**config.mk**
```make
export PLATFORM = sky130hd
export DESIGN_NAME = uart_tx_arbiter
export DESIGN_NICKNAME = d
export VERILOG_FILES = /design/src/rtl/uart_tx_arbiter.sv
export SDC_FILE = /design/constraint.sdc
export NUM_CORES = 1
export LEC_CHECK = 0
export CORE_MARGIN = 5
export CORE_UTILIZATION = 39
export CTS_BUF_LIST = sky130_fd_sc_hd__clkbuf_4 sky130_fd_sc_hd__clkbuf_8
export DETAILED_ROUTE_END_ITERATION = 12
export PLACE_DENSITY = 0.88
export SYNTH_ARGS = -nofsm -noshare
export SYNTH_HDL_FRONTEND = slang
export SYNTH_SLANG_ARGS = --single-unit
```
**constraint.sdc**
```tcl
create_clock -name i_clk -period 1.72 [get_ports i_clk]
set_input_delay 0.344 -clock i_clk [delete_from_list [all_inputs] [get_ports i_clk]]
set_output_delay 0.344 -clock i_clk [all_outputs]
set_load 0.01 [all_outputs]
```
**src/rtl/uart_tx_arbiter.sv**
```systemverilog
// uart_tx_arbiter
// Shares one uart_tx serializer among NUM_REQ byte requesters with round-robin
// arbitration. The granted byte is latched, the serializer start is pulsed, and
// the busy flag is tracked through completion. An optional idle gap follows each
// byte. If busy never rises after a start, a timeout pulse is raised.
// Optional feature macro: UART_TX_ARBITER_LOCK_EN
//   When defined, the last grantee is re-granted ahead of round-robin while it
//   holds both i_lock and i_req, which keeps a multi-byte frame contiguous.
module uart_tx_arbiter #(
    parameter int NUM_REQ      = 4,
    parameter int GAP_CLKS     = 0,
    parameter int BUSY_TIMEOUT = 16
) (
    input  logic                       i_clk,
    input  logic                       i_rst_n,
    input  logic [NUM_REQ-1:0]         i_req,
    input  logic [8*NUM_REQ-1:0]       i_req_byte,
    input  logic [NUM_REQ-1:0]         i_lock,
    output logic [NUM_REQ-1:0]         o_req_ack,
    output logic [$clog2(NUM_REQ)-1:0] o_grant_idx,
    output logic                       o_active,
    output logic                       o_tx_start,
    output logic [7:0]                 o_tx_byte,
    input  logic                       i_tx_busy,
    output logic                       o_err_timeout
);

    localparam int IDX_W   = $clog2(NUM_REQ);
    localparam int CNT_MAX = (GAP_CLKS > BUSY_TIMEOUT) ? GAP_CLKS : BUSY_TIMEOUT;
    localparam int CNT_W   = $clog2(CNT_MAX + 1);

    // Terminal count values for the shared counter.
    localparam logic [CNT_W-1:0] TO_LAST  = CNT_W'(BUSY_TIMEOUT - 1);
    localparam logic [CNT_W-1:0] GAP_LAST = CNT_W'((GAP_CLKS > 0) ? (GAP_CLKS - 1) : 0);
    localparam logic [CNT_W-1:0] CNT_ONE  = CNT_W'(1'b1);
    localparam logic [NUM_REQ-1:0] ACK_ONE = NUM_REQ'(1'b1);

    typedef enum logic [1:0] {
        ST_IDLE      = 2'd0,
        ST_WAIT_BUSY = 2'd1,
        ST_WAIT_DONE = 2'd2,
        ST_GAP       = 2'd3
    } state_t;

    state_t             r_state;
    state_t             w_state_nxt;
    logic [CNT_W-1:0]   r_cnt;
    logic [CNT_W-1:0]   w_cnt_nxt;
    logic [IDX_W-1:0]   r_rr;
    logic [IDX_W-1:0]   w_rr_nxt;
    logic [IDX_W-1:0]   r_grant_idx;
    logic [IDX_W-1:0]   w_grant_idx_nxt;
    logic [7:0]         r_tx_byte;
    logic [7:0]         w_tx_byte_nxt;
    logic [NUM_REQ-1:0] r_req_ack;
    logic [NUM_REQ-1:0] w_req_ack_nxt;
    logic               r_tx_start;
    logic               w_tx_start_nxt;
    logic               r_err_timeout;
    logic               w_err_timeout_nxt;
    logic               r_active;
    logic               w_sel_vld;
    logic [IDX_W-1:0]   w_sel_idx;

`ifdef UART_TX_ARBITER_LOCK_EN
    // Set by every grant, cleared by a timeout so the next pick is plain round-robin.
    logic               r_lock_ok;
    logic               w_lock_ok_nxt;
`else
    logic               w_unused_lock;
    assign w_unused_lock = ^i_lock;
`endif

    // (base + off) modulo NUM_REQ, for off in 0..NUM_REQ.
    function automatic logic [IDX_W-1:0] rr_wrap(input logic [IDX_W-1:0] base, input int off);
        int sum;
        sum = int'(base) + off;
        if (sum >= NUM_REQ) begin
            sum = sum - NUM_REQ;
        end else begin
            sum = sum + 0;
        end
        return IDX_W'(sum);
    endfunction

    // Select the requester to serve: locked re-grant first (when built in), else first set bit from rr upward.
    always_comb begin
        w_sel_vld = 1'b0;
        w_sel_idx = '0;
`ifdef UART_TX_ARBITER_LOCK_EN
        if (r_lock_ok && i_lock[r_grant_idx] && i_req[r_grant_idx]) begin
            w_sel_vld = 1'b1;
            w_sel_idx = r_grant_idx;
        end else begin
            w_sel_vld = 1'b0;
        end
`endif
        for (int i = 0; i < NUM_REQ; i++) begin
            if (!w_sel_vld && i_req[rr_wrap(r_rr, i)]) begin
                w_sel_vld = 1'b1;
                w_sel_idx = rr_wrap(r_rr, i);
            end else begin
                w_sel_idx = w_sel_idx;
            end
        end
    end

    // Next-state and next-output logic for the grant / start / busy-tracking sequence.
    always_comb begin
        w_state_nxt       = r_state;
        w_cnt_nxt         = r_cnt;
        w_rr_nxt          = r_rr;
        w_grant_idx_nxt   = r_grant_idx;
        w_tx_byte_nxt     = r_tx_byte;
        w_req_ack_nxt     = '0;
        w_tx_start_nxt    = 1'b0;
        w_err_timeout_nxt = 1'b0;
`ifdef UART_TX_ARBITER_LOCK_EN
        w_lock_ok_nxt     = r_lock_ok;
`endif
        case (r_state)
            ST_IDLE: begin
                if (w_sel_vld) begin
                    w_tx_byte_nxt   = i_req_byte[{w_sel_idx, 3'b000} +: 8];
                    w_grant_idx_nxt = w_sel_idx;
                    w_req_ack_nxt   = ACK_ONE << w_sel_idx;
                    w_tx_start_nxt  = 1'b1;
                    w_rr_nxt        = rr_wrap(w_sel_idx, 1);
                    w_cnt_nxt       = '0;
                    w_state_nxt     = ST_WAIT_BUSY;
`ifdef UART_TX_ARBITER_LOCK_EN
                    w_lock_ok_nxt   = 1'b1;
`endif
                end else begin
                    w_state_nxt = ST_IDLE;
                end
            end
            ST_WAIT_BUSY: begin
                if (i_tx_busy) begin
                    w_state_nxt = ST_WAIT_DONE;
                end else if (r_cnt == TO_LAST) begin
                    // Serializer never acknowledged: drop the byte, rr stays advanced.
                    w_err_timeout_nxt = 1'b1;
                    w_state_nxt       = ST_IDLE;
`ifdef UART_TX_ARBITER_LOCK_EN
                    w_lock_ok_nxt     = 1'b0;
`endif
                end else begin
                    w_cnt_nxt = r_cnt + CNT_ONE;
                end
            end
            ST_WAIT_DONE: begin
                if (!i_tx_busy) begin
                    if (GAP_CLKS > 0) begin
                        w_cnt_nxt   = '0;
                        w_state_nxt = ST_GAP;
                    end else begin
                        w_state_nxt = ST_IDLE;
                    end
                end else begin
                    w_state_nxt = ST_WAIT_DONE;
                end
            end
            ST_GAP: begin
                if (r_cnt == GAP_LAST) begin
                    w_state_nxt = ST_IDLE;
                end else begin
                    w_cnt_nxt = r_cnt + CNT_ONE;
                end
            end
            default: begin
                w_state_nxt = ST_IDLE;
            end
        endcase
    end

    // State and output registers with synchronous active-low reset.
    always_ff @(posedge i_clk) begin
        if (!i_rst_n) begin
            r_state       <= ST_IDLE;
            r_cnt         <= '0;
            r_rr          <= '0;
            r_grant_idx   <= '0;
            r_tx_byte     <= 8'h00;
            r_req_ack     <= '0;
            r_tx_start    <= 1'b0;
            r_err_timeout <= 1'b0;
            r_active      <= 1'b0;
`ifdef UART_TX_ARBITER_LOCK_EN
            r_lock_ok     <= 1'b0;
`endif
        end else begin
            r_state       <= w_state_nxt;
            r_cnt         <= w_cnt_nxt;
            r_rr          <= w_rr_nxt;
            r_grant_idx   <= w_grant_idx_nxt;
            r_tx_byte     <= w_tx_byte_nxt;
            r_req_ack     <= w_req_ack_nxt;
            r_tx_start    <= w_tx_start_nxt;
            r_err_timeout <= w_err_timeout_nxt;
            r_active      <= (w_state_nxt != ST_IDLE);
`ifdef UART_TX_ARBITER_LOCK_EN
            r_lock_ok     <= w_lock_ok_nxt;
`endif
        end
    end

    assign o_req_ack     = r_req_ack;
    assign o_grant_idx   = r_grant_idx;
    assign o_active      = r_active;
    assign o_tx_start    = r_tx_start;
    assign o_tx_byte     = r_tx_byte;
    assign o_err_timeout = r_err_timeout;

endmodule

```
-- Yosys cells after proc, flatten, opt, wreduce, memory -nomap -nowiden
Index checks and enable logic that the tools add are counted.
- word-level logic and storage cells: 89
- output and inout bits: 17
- input bits: 43
- register bits: 26
- bitwise logic cells: 2
- multiplexer cells: 34
- eq/ne operators: 8
- shift operators: 2
- $lt $le $gt $ge: 9
- $add $sub $neg: 10
- reductions and logical operators: 15
- operators with widths (kind ; count):
    variable part select 32 x 6 -> 8 bit ; 1
    2-to-1 mux 2 bit ; 13
    2-to-1 mux 5 bit ; 4
    case mux 5 bit (3 select lines) ; 1
    greater-or-equal comparator 3 bit, second input constant ; 4
    less-than comparator 2 x 3 -> 1 bit, second input constant ; 4
    2-to-1 mux 1 bit ; 11
    subtractor 2 x 1 -> 2 bit, second input constant ; 5
    binary-select mux 1 bit (select 2 bit) ; 4
    != test 2 bit, second input constant ; 4
    case mux 2 bit (4 select lines) ; 1
    adder 2 x 1 -> 3 bit, second input constant ; 2
    adder 2 x 2 -> 3 bit, second input constant ; 2
    adder 5 x 1 -> 5 bit, second input constant ; 1
    == test 5 x 4 -> 1 bit, second input constant ; 1
    zero test 5 bit ; 1
    AND reduction 5 bit ; 1
    == test 2 bit, second input constant ; 2
    AND reduction 2 bit ; 2
    << shifter 1 x 2 -> 4 bit, first input constant ; 1
    greater-or-equal comparator 2 x 3 -> 1 bit, second input constant ; 1
    logical AND 1 bit ; 3
    zero test 1 bit ; 3
    AND reduction 3 bit ; 1
    6 further kinds ; 7

-- Longest topological paths before layout
Gate-level depths: netlist of the first run.
- depth in word-level cells: 17
- mapped depth: 8
- depth with buffers taken out: 8

-- Worst setup path after synthesis of the first run
Ideal clock, no wire load.
- kind: register to register
- start: register r_cnt[0]
- end: register r_cnt[3]
- library setup time: 0.060 ns
- data required time: 1.660 ns
- data arrival time: 1.715 ns
- stages on the path, launching flop included: 9
- buffers on the path: 0
- slack: -0.055 ns
- clock period less this slack: 1.775 ns
- path through: dfxtp_1 > ha_1 > and3_1 > ha_1 > o21a_1 > o22ai_2 > nand4_1 > nor2_1 > o221a_1
- longest elaborated chain between the ends: 4
- elaborated cells between the ends (all ways): 10
- classes of those cells: add/sub (1); eq/ne (3); mux (4); reduce/logical (2)
- ends and longest elaborated chain (what ; line ; text):
    from (decl) ; 47 ; logic [CNT_W-1:0] r_cnt;
    from (signal assigned) ; 194 ; r_cnt <= w_cnt_nxt;
    adder 5 x 1 -> 5 bit ; 149, 168 ;
    2-to-1 mux 5 bit ; 141 ; end else if (r_cnt == TO_LAST) begin
    2-to-1 mux 5 bit ; 139 ; if (i_tx_busy) begin
    case mux 5 bit (3 select lines) ; 121 ; case (r_state)
Parallel ways exist; a longest one is shown, timed or not. The select of a mux whose other input is x is not followed.
A chain may end at the register's enable or synchronous reset.

-- Final worst setup path of the first run
- start: register r_cnt[1]
- end: register r_cnt[2]
Same word-level chain as after synthesis.

==> results of run 1 <==
## sequential cells by signal (all words and copies together) (netlist names)
signal and count:
r_cnt 5, o_active 1, o_tx_start 1, o_tx_byte 8, r_rr 2, r_state 2
o_req_ack 4, o_err_timeout 1, o_grant_idx 2
## kinds of logic (layout without fill, tap and decap cells)
family / after synthesis / in the layout / synth area share [%]
and+or+nand+nor: 45 / 45 / 19.5
AOI/OAI and AO/OA: 31 / 31 / 18.1
DFF: 26 / 26 / 39.1
muxes: 17 / 17 / 12.8
buffers and inverters: 13 / 83 / 5.44
adders and majority gates: 4 / 4 / 3.76
xor gates and xnor gates: 2 / 2 / 1.31
## repair_timing
| item | CTS | global route |
|---|---|---|
| gates resized for setup | 6 | 9 |
| buffers inserted | 0 | 2 |
| gates cloned | 0 | 0 |
| pin swaps | 5 | 7 |
| setup endpoints to repair | 3 | 10 |
## cell usage after synthesis (all sizes together)
| cell type | count | area (um2) |
|---|---|---|
| a21o | 1 | 7.51 |
| nor3 | 1 | 10.0 |
| a211oi | 1 | 20.0 |
| o22ai | 2 | 18.8 |
| nand4 | 1 | 6.26 |
| o21a | 1 | 7.51 |
| o221ai | 8 | 70.1 |
| o21ai | 4 | 20.0 |
| clkinv | 1 | 3.75 |
| xnor2 | 1 | 8.76 |
| inv | 6 | 22.5 |
| a21oi | 11 | 55.1 |
| nor2 | 13 | 56.3 |
| nor2b | 2 | 12.5 |
| o31ai | 1 | 21.3 |
| dfxtp | 26 | 521 |
| nand2 | 14 | 55.1 |
| mux2i | 17 | 170 |
| and3 | 1 | 6.26 |
| o22a | 1 | 10.0 |
| ha | 4 | 50.1 |
| o221a | 1 | 11.3 |
| nand4b | 2 | 17.5 |
| nor4b | 1 | 15.0 |
| nor4 | 2 | 33.8 |
| xor2 | 1 | 8.76 |
| clkbuf | 1 | 3.75 |
| nand3 | 3 | 15.0 |
| buf | 5 | 42.5 |
| nand3b | 1 | 7.51 |
| nand2b | 4 | 25.0 |
## critical path: stages, from the launching register on
cell,delay (ns)
dfxtp_2,0.36
ha_4,0.15
and3_4,0.18
ha_4,0.14
o21a_1,0.19
o22ai_4,0.13
buf_4,0.14
buf_6,0.09
nand4b_1,0.10
a21oi_1,0.16
## power groups by stage
stage               clock network (uW)  logic (uW)  registers (uW)
global placement                     0         572             726
detailed placement                   0         583             731
finish                             260         607             721
floorplan                            0         278             744
global route                       297         652             730
CTS                                272         586             720
## per-layer routing
layer | routed length [um] | global-route usage, % | up-vias
li1 | - | - | 637
met1 | 1520 | 20.0 | 611
met2 | 2070 | 26.1 | 30
met3 | 161 | 3.94 | 2
met4 | 17 | 3.72 | 0
met5 | 0 | 0 | -
## layout make-up
cell class,instances,share of cell area [%]
multi-input combinational,99,37.5
timing repair buffer,73,33.3
sequential,26,24.3
tap,46,2.67
inverter,7,1.22
clock buffer,3,1.05
## worst min path at each step
stage,slack [ns],cells after the start,endpoint,start
2_1_floorplan,0.46,2,r_cnt[4]$_SDFFE_PN0P_,r_cnt[4]$_SDFFE_PN0P_
3_3_place_gp,0.44,2,o_tx_byte[6]$_SDFFE_PN0P_,o_tx_byte[6]$_SDFFE_PN0P_
3_5_place_dp,0.45,2,o_tx_byte[6]$_SDFFE_PN0P_,o_tx_byte[6]$_SDFFE_PN0P_
4_1_cts,0.48,2,o_tx_byte[6]$_SDFFE_PN0P_,o_tx_byte[6]$_SDFFE_PN0P_
5_1_grt,0.50,2,o_tx_byte[6]$_SDFFE_PN0P_,o_tx_byte[6]$_SDFFE_PN0P_
6_report,0.48,2,o_grant_idx[0]$_SDFFE_PN0P_,o_grant_idx[0]$_SDFFE_PN0P_
## metrics by stage
| step | std cells | hold slack [ns] | TNS (ns) | utilization (%) |
|---|---|---|---|---|
| 3_3_place_gp | 249 | 0.443 | -3.19 | 61.8 |
| 6_report | 254 | 0.480 | 0 | 65.0 |
| 5_1_grt | 254 | 0.503 | -0.382 | 65.0 |
| 3_5_place_dp | 249 | 0.447 | -3.56 | 61.8 |
| 4_1_cts | 252 | 0.483 | 0 | 63.2 |
| 2_1_floorplan | 138 | 0.456 | 0 | - |
==> impl_metrics.env, run 1 <==
export IMPL_endpoint="r_cnt[2]$_SDFFE_PN0P_"
export IMPL_drv_slew=0
export IMPL_die_h_um=68.5
export IMPL_ant_nets=0
export IMPL_crit_arrival_ns=1.97
export IMPL_drt_total_wl_um=3780
export IMPL_final_cell_mix="clkdlybuf4s50_1 (54), dfxtp_1 (24), mux2i_1 (16)"
export IMPL_seqPwrFrac_pct=45.4
export IMPL_nNetsFinal=257
export IMPL_cts_root_buf="clkbuf_4"
export IMPL_syn_nets=185
export IMPL_period_minus_slack_ns=1.71
export IMPL_maxCapViolations=0
export IMPL_critPathLaunch="r_cnt[1]$_SDFFE_PN0P_"
export IMPL_ys_ff_latch=26
export IMPL_ioPinCount=60
export IMPL_setup_viol=0
export IMPL_layout_area_seq_um2=523
export IMPL_syn_to_final_growth_pct=61.6
export IMPL_rr_worst_depth=9
export IMPL_wl_per_cell_um=14.9
export IMPL_peakVddDrop_uv=511
export IMPL_fin_worst_skew_ns=0.00990
export IMPL_grt_pass1_vias=1169
export IMPL_num_vias=1280
export IMPL_cp_max_fo=4
export IMPL_hpwl_um=2850
export IMPL_insertion_delay_ns=0.32
export IMPL_io_buffers=55
export IMPL_p_leak_uw=0.000833
export IMPL_rows=21
export IMPL_yosys_warnings=0
export IMPL_startpoint_type="register"
export IMPL_status="finished, final reports clean"
export IMPL_antenna_cells=0
export IMPL_fillerInstances=276
export IMPL_grt_max_degree=15
export IMPL_htreeDepth=1
export IMPL_rr_endpoint="r_cnt[2]$_SDFFE_PN0P_"
export IMPL_multi_input_area_um2=807
export IMPL_ys_seq_area_share_pct=39.1
export IMPL_fin_area_mm2=0.00215
export IMPL_antenna_found_initial=0
export IMPL_drc=0
export IMPL_syn_inst=138
export IMPL_core_area_mm2=0.00331
export IMPL_internal_power_uw=1110
export IMPL_cts_buffers=3
export IMPL_power_density_mw_per_mm2=737
export IMPL_grt_overflow=0
export IMPL_crit_required_ns=1.98
export IMPL_fmax_ghz=0.584
export IMPL_path_class="reg2reg"
export IMPL_power_frac_clock_pct=16.4
export IMPL_grt_pass1_wl_um=5470
export IMPL_netlist_area_mm2=0.00133
export IMPL_syn_avg_cell_area_um2=9.66
export IMPL_slew_headroom_pct=70.2
export IMPL_cts_buffer_depth=2
export IMPL_critPathCaptureType="register"
export IMPL_dr_pass1_iters=4
export IMPL_p_sw_share_pct=30.3
export IMPL_tritoncts="built"
export IMPL_drive_gt1_share_pct=19.7
export IMPL_cts_hold_buf=0
export IMPL_post_place_ws_ns=-0.296
export IMPL_reg2reg_slack_ns=0.007
export IMPL_rsz0062_at_grt="true"
export IMPL_track_usage_pct=15.6
export IMPL_worst_pin_slew_ns=0.446
export IMPL_fin_ws_ns=0.00696
export IMPL_start_util_pct=40.2
export IMPL_path_clk_slew_ns=0.13
export IMPL_switchingPower_uw=482
export IMPL_gp_congestion=0.800
export IMPL_die_w_um=68.5
export IMPL_period_share_pct=99.6
export IMPL_hold_path_class="reg2reg"
export IMPL_viasPerCell=5.04
export IMPL_cts_sinks=26
export IMPL_die_area_mm2=0.00469
export IMPL_timing_rr_start="r_cnt[1]$_SDFFE_PN0P_"
export IMPL_power_uw=1590
export IMPL_placed_area_mm2=0.00205
export IMPL_synth_distinct_cells=38
export IMPL_layout_commonest_cell="clkdlybuf4s50_1"
export IMPL_p_comb_share_pct=38.2
export IMPL_drtIter0Drc=34
export IMPL_hold_violations=0
(Power assumes the default switching activity.)
==> run 2, diff against run 1 <==
CORE_ASPECT_RATIO = 0.9   (was default)
SLEW_MARGIN = 20   (was default)
==> impl_metrics.env, run 2 (synthesis gave the netlist of run 1 again) <==
export IMPL_crit_required_ns=1.94
export IMPL_violations="negative setup slack"
export IMPL_reg2reg_slack_ns=-0.01
export IMPL_period_share_pct=101
export IMPL_peakVddDrop_uv=415
export IMPL_critPathCaptureType="register"
export IMPL_num_vias=1259
export IMPL_layout_cells_non_filler=255
export IMPL_insertion_delay_ns=0.27
export IMPL_status="complete, but fails checks"
export IMPL_die_h_um=65.5
export IMPL_nNetsFinal=259
export IMPL_cts_buffer_depth=2
export IMPL_hpwl_um=2560
export IMPL_maxCapViolations=0
export IMPL_slowest_delay_ns=0.34
export IMPL_antenna_found_initial=0
export IMPL_die_area_mm2=0.00469
export IMPL_ioPinCount=60
export IMPL_start_util_pct=40.0
export IMPL_post_route_util_pct=67.4
export IMPL_ant_nets=0
export IMPL_crit_buf_inv=0
export IMPL_grt_overflow=0
export IMPL_grt_pass1_wl_um=5780
export IMPL_timing_rr_start="r_cnt[1]$_SDFFE_PN0P_"
export IMPL_drv_slew=0
export IMPL_io_buffers=55
export IMPL_syn_to_final_growth_pct=68.3
export IMPL_cp_max_fo=3
export IMPL_track_usage_pct=15.6
export IMPL_hold_path_class="reg2reg"
export IMPL_critPathTopFamily="compound AO/OA/AOI/OAI gates"
export IMPL_slowest_stage="dfxtp_2"
export IMPL_fin_worst_skew_ns=0.00529
export IMPL_power_density_mw_per_mm2=833
export IMPL_final_setup_tns_ns=-0.0134
export IMPL_fillerInstances=272
export IMPL_viasPerCell=4.94
export IMPL_gp_congestion=0.816
export IMPL_grt_pass1_vias=1214
export IMPL_wl_per_cell_um=14.5
export IMPL_worst_pin_slew_ns=0.436
export IMPL_rows=20
export IMPL_slew_headroom_pct=70.9
export IMPL_cts_hold_buf=0
export IMPL_placed_cells=249
export IMPL_period_minus_slack_ns=1.73
export IMPL_setup_viol=1
export IMPL_final_cell_mix="clkdlybuf4s50_1 (51), dfxtp_1 (24), mux2i_1 (16), buf_4 (16), nand2_1 (13)"
export IMPL_drc=0
export IMPL_tritoncts="built"
export IMPL_critPathLaunch="r_cnt[1]$_SDFFE_PN0P_"
export IMPL_core_area_mm2=0.00333
export IMPL_p_leak_uw=0.000880
export IMPL_cts_sinks=26
export IMPL_path_class="reg2reg"
export IMPL_antenna_cells=0
export IMPL_drt_total_wl_um=3690
export IMPL_crit_arrival_ns=1.95
export IMPL_cts_buffers=3
export IMPL_grt_max_degree=16
export IMPL_rsz0062_at_grt="true"
export IMPL_cts_root_buf="clkbuf_8"
export IMPL_min_from="o_tx_byte[7]$_SDFFE_PN0P_"
export IMPL_fin_ws_ns=-0.0134
export IMPL_htreeDepth=1
export IMPL_post_place_ws_ns=-0.361
export IMPL_drive_gt1_share_pct=21.8
export IMPL_crit_top_cell="ha_4"
export IMPL_path_cells="ha_4, and3_4, ha_4, o21a_1, o22ai_4, nand4_1, nor2_1, o221a_1"
export IMPL_dr_pass1_iters=4
export IMPL_hold_violations=0
export IMPL_fmax_ghz=0.577
export IMPL_layout_commonest_cell="clkdlybuf4s50_1"
export IMPL_largest_register_ffs=8
export IMPL_startpoint_type="register"
export IMPL_path_clk_slew_ns=0.09
export IMPL_power_uw=1870
export IMPL_die_w_um=71.6
export IMPL_drtIter0Drc=62
[run 2: tightest hold or removal path: stages, from the launching register on]
cell,delay [ns]
dfxtp_1,0.34
nand2_1,0.05
o221ai_1,0.05
[run 2: area by class of cell]
type	count	area (um2)	share of cell area, %
Clock inverter	1	30.0	1.34
Clock buffer	3	41.3	1.84
Inverter	7	26.3	1.17
Sequential cell	26	523	23.3
Multi-Input combinational cell	99	822	36.7
Tap cell	44	55.1	2.46
Timing Repair Buffer	75	744	33.2
[run 2: through the flow]
| step | cell area, um2 | hold WS, ns |
|---|---|---|
| global placement | 2050 | 0.444 |
| detailed placement | 2050 | 0.449 |
| floorplan | 1340 | 0.456 |
| CTS | 2190 | 0.475 |
| global route | 2240 | 0.499 |
| finish | 2240 | 0.473 |
[run 2: per-layer routing]
layer,part of all wire (%),wire [um],up-vias,global-route usage [%]
met2,48,1780,41,26.1
met3,7.9,292,4,4.28
met5,0,0,-,0
li1,-,-,641,-
met1,43,1570,573,19.0
met4,1.4,52,0,5.87
[run 2: worst paths after layout]
kind | to | cells past startpoint
max | r_cnt[3]$_SDFFE_PN0P_ | 8
max reg2reg | r_cnt[3]$_SDFFE_PN0P_ | 8
min | o_tx_byte[7]$_SDFFE_PN0P_ | 2
min reg2reg | o_tx_byte[7]$_SDFFE_PN0P_ | 2
[run 2: timing repair]
| item | 4_1_cts | 5_1_grt |
|---|---|---|
| resized for setup | 12 | 10 |
| endpoints found under the hold margin | 0 | 0 |
| endpoints found under the setup margin | 7 | 8 |
| pin swaps | 7 | 10 |
| gates cloned | 1 | 0 |
| setup buffers | 0 | 1 |
[run 2: power breakdown]
part           total [uW]  internal, uW  switching [uW]
clock                 511           312             199
sequential            718           669            48.8
combinational         640           378             262
total                1870          1360             510
==> run 3, diff against run 2 <==
CAP_MARGIN = 5   (was default)
==> results of run 3 <==
Same layout as run 2: the final DEF is identical, and so are final timing and power.
